==> src/rtl/check_queue_instr_mux_pkg.sv <==
// ---------------------------------------------------------------------------
// check_queue_instr_mux_pkg
// Shared definitions for the fetch-stage instruction source selector:
//   `IWIDTH      global instruction word width (defaults to 32)
//   NOP_WORD_DEF word presented when nothing valid is held (registered mode)
//   src_e        source encoding: SRC_MEM = 0, SRC_QUEUE = 1
// ---------------------------------------------------------------------------
`ifndef IWIDTH
`define IWIDTH 32
`endif

package check_queue_instr_mux_pkg;

    localparam int IWIDTH_DEF = `IWIDTH;
    localparam logic [`IWIDTH-1:0] NOP_WORD_DEF = '0;

    typedef enum logic {
        SRC_MEM   = 1'b0,
        SRC_QUEUE = 1'b1
    } src_e;

endpackage

==> src/rtl/check_queue_instr_mux_sat_counter.sv <==
// ---------------------------------------------------------------------------
// sat_counter
// CNT_W-wide up counter that sticks at all-ones instead of wrapping.
// Ports:
//   i_clk  rising-edge clock
//   i_rst  synchronous active-high reset (clears to 0)
//   i_inc  increment request for this cycle
//   o_cnt  current count
// ---------------------------------------------------------------------------
module sat_counter #(
    parameter int CNT_W = 16
) (
    input  logic             i_clk,
    input  logic             i_rst,
    input  logic             i_inc,
    output logic [CNT_W-1:0] o_cnt
);

    logic [CNT_W-1:0] r_cnt;
    logic             w_full;

    assign w_full = &r_cnt;

    always_ff @(posedge i_clk) begin
        if (i_rst) begin
            r_cnt <= '0;
        end else if (i_inc && !w_full) begin
            r_cnt <= r_cnt + 1'b1;
        end
    end

    assign o_cnt = r_cnt;

endmodule

==> src/rtl/check_queue_instr_mux.sv <==
// ---------------------------------------------------------------------------
// check_queue_instr_mux
// Fetch-stage instruction source selector. Chooses the instruction queue
// (mx_i_check_queue=1) or instruction memory (0), emits one-cycle consume
// strobes back to the chosen source, tracks which source was consumed last
// and keeps saturating per-source consume counters.
//
// Optional feature macro: MUX_OUT_REG_EN
//   defined   -> mx_o_instr / mx_o_valid come from a one-cycle output register
//   undefined -> mx_o_instr / mx_o_valid are purely combinational
//
// Ports:
//   mx_clk, mx_rst        clock, synchronous active-high reset
//   mx_i_check_queue      source select (1 = queue, 0 = memory)
//   mx_i_queue_instr/valid  queue word and its valid
//   mx_i_mem_instr/valid    memory word and its valid
//   mx_i_stall            downstream stall, blocks all consumption
//   mx_o_instr/valid      selected word and valid
//   mx_o_queue_pop        queue consume strobe
//   mx_o_mem_ack          memory consume strobe
//   mx_o_last_src         source of last consumed word (1 = queue)
//   mx_o_queue_cnt/mem_cnt  saturating consume counters
// ---------------------------------------------------------------------------
module check_queue_instr_mux
    import check_queue_instr_mux_pkg::*;
#(
    parameter int                IWIDTH   = IWIDTH_DEF,
    parameter int                CNT_W    = 16,
    parameter logic [IWIDTH-1:0] NOP_WORD = NOP_WORD_DEF
) (
    input  logic              mx_clk,
    input  logic              mx_rst,
    input  logic              mx_i_check_queue,
    input  logic [IWIDTH-1:0] mx_i_queue_instr,
    input  logic              mx_i_queue_valid,
    input  logic [IWIDTH-1:0] mx_i_mem_instr,
    input  logic              mx_i_mem_valid,
    input  logic              mx_i_stall,
    output logic [IWIDTH-1:0] mx_o_instr,
    output logic              mx_o_valid,
    output logic              mx_o_queue_pop,
    output logic              mx_o_mem_ack,
    output logic              mx_o_last_src,
    output logic [CNT_W-1:0]  mx_o_queue_cnt,
    output logic [CNT_W-1:0]  mx_o_mem_cnt
);

    logic [IWIDTH-1:0] w_sel_instr;
    logic              w_sel_valid;
    logic              w_pop;
    logic              w_ack;
    src_e              r_last_src;

    assign w_sel_instr = mx_i_check_queue ? mx_i_queue_instr : mx_i_mem_instr;
    assign w_sel_valid = mx_i_check_queue ? mx_i_queue_valid : mx_i_mem_valid;

    // Only the selected source can ever be consumed; stall blocks both.
    assign w_pop = mx_i_check_queue  & mx_i_queue_valid & ~mx_i_stall;
    assign w_ack = ~mx_i_check_queue & mx_i_mem_valid   & ~mx_i_stall;

    assign mx_o_queue_pop = w_pop;
    assign mx_o_mem_ack   = w_ack;

    always_ff @(posedge mx_clk) begin
        if (mx_rst) begin
            r_last_src <= SRC_MEM;
        end else if (w_pop) begin
            r_last_src <= SRC_QUEUE;
        end else if (w_ack) begin
            r_last_src <= SRC_MEM;
        end
    end

    assign mx_o_last_src = r_last_src;

    sat_counter #(.CNT_W(CNT_W)) u_queue_cnt (
        .i_clk (mx_clk),
        .i_rst (mx_rst),
        .i_inc (w_pop),
        .o_cnt (mx_o_queue_cnt)
    );

    sat_counter #(.CNT_W(CNT_W)) u_mem_cnt (
        .i_clk (mx_clk),
        .i_rst (mx_rst),
        .i_inc (w_ack),
        .o_cnt (mx_o_mem_cnt)
    );

`ifdef MUX_OUT_REG_EN
    logic [IWIDTH-1:0] r_instr;
    logic              r_valid;

    // Holds only under stall; an idle non-stalled cycle flushes to NOP.
    always_ff @(posedge mx_clk) begin
        if (mx_rst) begin
            r_instr <= NOP_WORD;
            r_valid <= 1'b0;
        end else if (w_pop || w_ack) begin
            r_instr <= w_sel_instr;
            r_valid <= 1'b1;
        end else if (!mx_i_stall) begin
            r_instr <= NOP_WORD;
            r_valid <= 1'b0;
        end
    end

    assign mx_o_instr = r_instr;
    assign mx_o_valid = r_valid;
`else
    assign mx_o_instr = w_sel_instr;
    assign mx_o_valid = w_sel_valid;
`endif

endmodule

==> config.mk <==
export PLATFORM = sky130hd
export DESIGN_NAME = check_queue_instr_mux
export DESIGN_NICKNAME = d
export VERILOG_FILES = /design/src/rtl/check_queue_instr_mux_pkg.sv /design/src/rtl/check_queue_instr_mux_sat_counter.sv /design/src/rtl/check_queue_instr_mux.sv
export SDC_FILE = /design/constraint.sdc
export NUM_CORES = 1
export LEC_CHECK = 0
export BUFFER_PORTS_ARGS = -buffer_cell sky130_fd_sc_hd__buf_2
export CORE_UTILIZATION = 30
export DETAILED_ROUTE_END_ITERATION = 7
export PLACE_DENSITY = 0.71
export RECOVER_POWER = 100
export SETUP_SLACK_MARGIN = 0.05
export SLEW_MARGIN = 30
export SYNTH_ARGS = -nofsm -noshare
export SYNTH_HDL_FRONTEND = slang
export SYNTH_SLANG_ARGS = --single-unit
==> constraint.sdc <==
create_clock -name mx_clk -period 2 [get_ports mx_clk]
set_clock_uncertainty 0.2 [all_clocks]
set_input_delay 0.2 -clock mx_clk [delete_from_list [all_inputs] [get_ports mx_clk]]
set_output_delay 0.2 -clock mx_clk [all_outputs]
set_load 0.005 [all_outputs]
==> impl_results.md <==
- Min cycle time layout: 1.910 ns
- Worst Path Buf+Inv: 0
- Final setup viols: 0
- Global-route wire length before repair: 10,660 um
- Die area: 7315 um^2
- Detailed router's first-iteration violation count: 102
- Max stage delay cell, worst path: or4_4
- Layout area overhead: 49.91%
- R2R cell count: 4
- Rows: 30
- Skew-Pair Late Insertion Delay: 0.29 ns
- Port Buf Inserts: 137
- Seq cells post-synth: 33
- Register area: 673.1 um^2
- Syn_area_per_cell: 8.758 um^2
- Root buf cell: clkbuf_8
- Wire length per cell: 13.80 um
- Fin Hold WS: 0.01901 ns
- Clock slew at reported path FFs: 0.07 ns
- Mapped Cells: 239
- Most common cell after layout, fill and taps aside: buf_2
- Synth Flop Type: dfxtp_1
- # DRC: 0
- Multi-input logic area: 1384 um^2
- Num Clock Sinks: 33
- CP max FO: 8
- Post-Layout Inst Area: 3138 um^2
- R2R Setup Slk: 0.09 ns
- Maximum number of pins on one net before global-route repair: 33
- Max Slew Vio Count: 0
- Final core utilization: 0.4644
- Syn. warnings: 0
- Slew HR: 0.7512
- CTS H-tree depth: 2
- Status: complete, no violations
- Ant diodes: 0
- Vias in the first global route: 2,303
- CP Capture Type: register
- Slowest stage delay, CP: 0.60 ns
- Final net count: 478
- Die height: 85.53 um
- Die Wd: 85.53 um
- Critical path data required time: 2.03 ns
- First drt pass iteration count: 4
- Synth cell types: 46
- Via count: 2,452
- CP cell instances: nand2_1 > or4_4 > or4_4 > a21oi_2
- Max Fclk: 523.7 MHz
- Synth Cell Area: 2093 um^2
- Peak VDD IR: 0.0001942 V
- Cell mode on critical path: or4_4
- Overflow after GRT: 0
- Max Cap Viol: 0
- Avg Vias per Cell: 5.035
- Reported leakage power: 1.386 nW
- Dpl cell area: 3094 um^2
- HPWL Detailed: 5348 um
- Hold crit path type: primary input to register
- Sequential-to-total area share from yosys stat: 0.3156
- Most frequent cells in the layout: buf_2 (111), mux2_2 (35), clkbuf_1 (33)
- Fillers: 683
- CTS tree: done
- CTS max path bufs: 2
- Initial core utilization: 0.3098
- IO Pins: 138
- Crit path kind: register to register
- GP Congestion: 0.8137
- CP arrival: 1.94 ns
- Overall routed net length: 6721 um
- RSZ-0062 raised after global routing: yes
- Detail Route Antenna Nets: 0
- Post-synth EDFFs: 0
- CP top delay family: simple AND/OR/NAND/NOR gates
- Number of cells on the critical path: 4
- Final hold vios: 0
- GRT Resource Usage Total: 0.1817
- Pwr Density: 447.6 nW/um^2
- Initial antenna violation count: 0
- Hold depth: 2
- Startpoint type of the worst setup path: register
- Core ar.: 6756 um^2
- Final worst-path cycle share: 0.9548
- Async set-or-reset flop fraction in the synthesized netlist: 0
- Post-synthesis net count: 311
- CTS Buf Count: 5
- Share of layout cells above drive strength 1: 0.4865
- Actual slew at the worst max-slew pin: 0.3723 ns
## synthesized netlist by cell type, types with 2 or more instances
cell type | instances | share of area
mux2_2 | 35 | 0.19
buf_2 | 2 | 0.0048
nor3_1 | 9 | 0.022
or4_1 | 9 | 0.032
inv_1 | 5 | 0.0090
ha_1 | 2 | 0.012
clkbuf_1 | 4 | 0.0072
or3_1 | 5 | 0.015
a21oi_1 | 17 | 0.041
a31oi_1 | 2 | 0.0060
nand4_1 | 10 | 0.030
buf_1 | 3 | 0.0054
a211oi_1 | 2 | 0.0072
and3_1 | 4 | 0.012
o21ai_0 | 9 | 0.022
o31ai_1 | 8 | 0.029
mux2_1 | 2 | 0.011
nor2b_1 | 5 | 0.015
and4_1 | 3 | 0.013
mux2i_1 | 3 | 0.014
nand3_1 | 7 | 0.017
nor4_1 | 2 | 0.0060
dfxtp_1 | 33 | 0.32
nor2_1 | 18 | 0.032
nand2_1 | 19 | 0.034
## flip-flops by register name (all words and copies together), names as in the netlist
register / cells
u_mem_cnt.o_cnt: 16
mx_o_last_src: 1
u_queue_cnt.o_cnt: 16
## routing by layer
layer,up-vias,wire [um],track usage
met3,11,304,0.02984
met1,1103,2807,0.2153
met5,-,0,0
met4,0,112,0.06212
met2,89,3498,0.3316
li1,1249,-,-
## through the flow
step                power [mW]  TNS (ns)  std cells  worst slack [ns]
floorplan               0.7855         0        239           0.06135
global placement        0.9317  -0.04848        477          -0.02477
detailed placement      0.9351   -0.1170        477          -0.05866
CTS                      1.428         0        485           0.08692
global route             1.468         0        487           0.02468
finish                   1.405         0        487           0.09040
## worst register-to-register path, delay by kind of cell (launching register included)
kind | cells | cell delay (ns)
flops | 1 | 0.34
compound gates | 1 | 0.14
simple gates | 3 | 1.18
## path summary, 6_finish.rpt
| kind | to | startpoint |
|---|---|---|
| worst min register to register | u_queue_cnt.o_cnt[2]$_SDFFE_PP0P_ | u_queue_cnt.o_cnt[2]$_SDFFE_PP0P_ |
| worst max register to register | u_queue_cnt.o_cnt[11]$_SDFFE_PP0P_ | u_queue_cnt.o_cnt[0]$_SDFFE_PP0P_ |
| worst max-delay path | u_queue_cnt.o_cnt[11]$_SDFFE_PP0P_ | u_queue_cnt.o_cnt[0]$_SDFFE_PP0P_ |
| worst min-delay path | u_mem_cnt.o_cnt[11]$_SDFFE_PP0P_ | mx_rst |
## area by class of cell
cell class                      count  share of cell area
Tap cell                           80             0.03190
Multi-Input combinational cell    191              0.4410
Clock buffer                        6             0.02313
Timing Repair Buffer              169              0.2775
Clock inverter                      2            0.003190
Inverter                            6            0.008772
Sequential cell                    33              0.2145
## logic make-up after synthesis
logic type,Yosys count,share of synthesized area
mux,40,0.2134
buf+inv,15,0.03048
xor+xnor,1,0.004185
flops,33,0.3156
compound gates,45,0.1339
simple gates,103,0.2905
fa+ha+maj,2,0.01195
## power breakdown
| part | switching, mW | internal [mW] | total [mW] |
|---|---|---|---|
| Combinational | 0.108 | 0.140 | 0.248 |
| Clock | 0.254 | 0.241 | 0.495 |
| Sequential | 0.00313 | 0.658 | 0.661 |
| Total | 0.365 | 1.04 | 1.40 |
## timing repair
item                                    CTS  global route
hold buffers                              0             0
endpoints found under the setup margin    3             7
buffers inserted                          0             2
pin swaps                                 0             3
resized for setup                         2             7
Note: power is estimated with default switching activity, not from simulation.
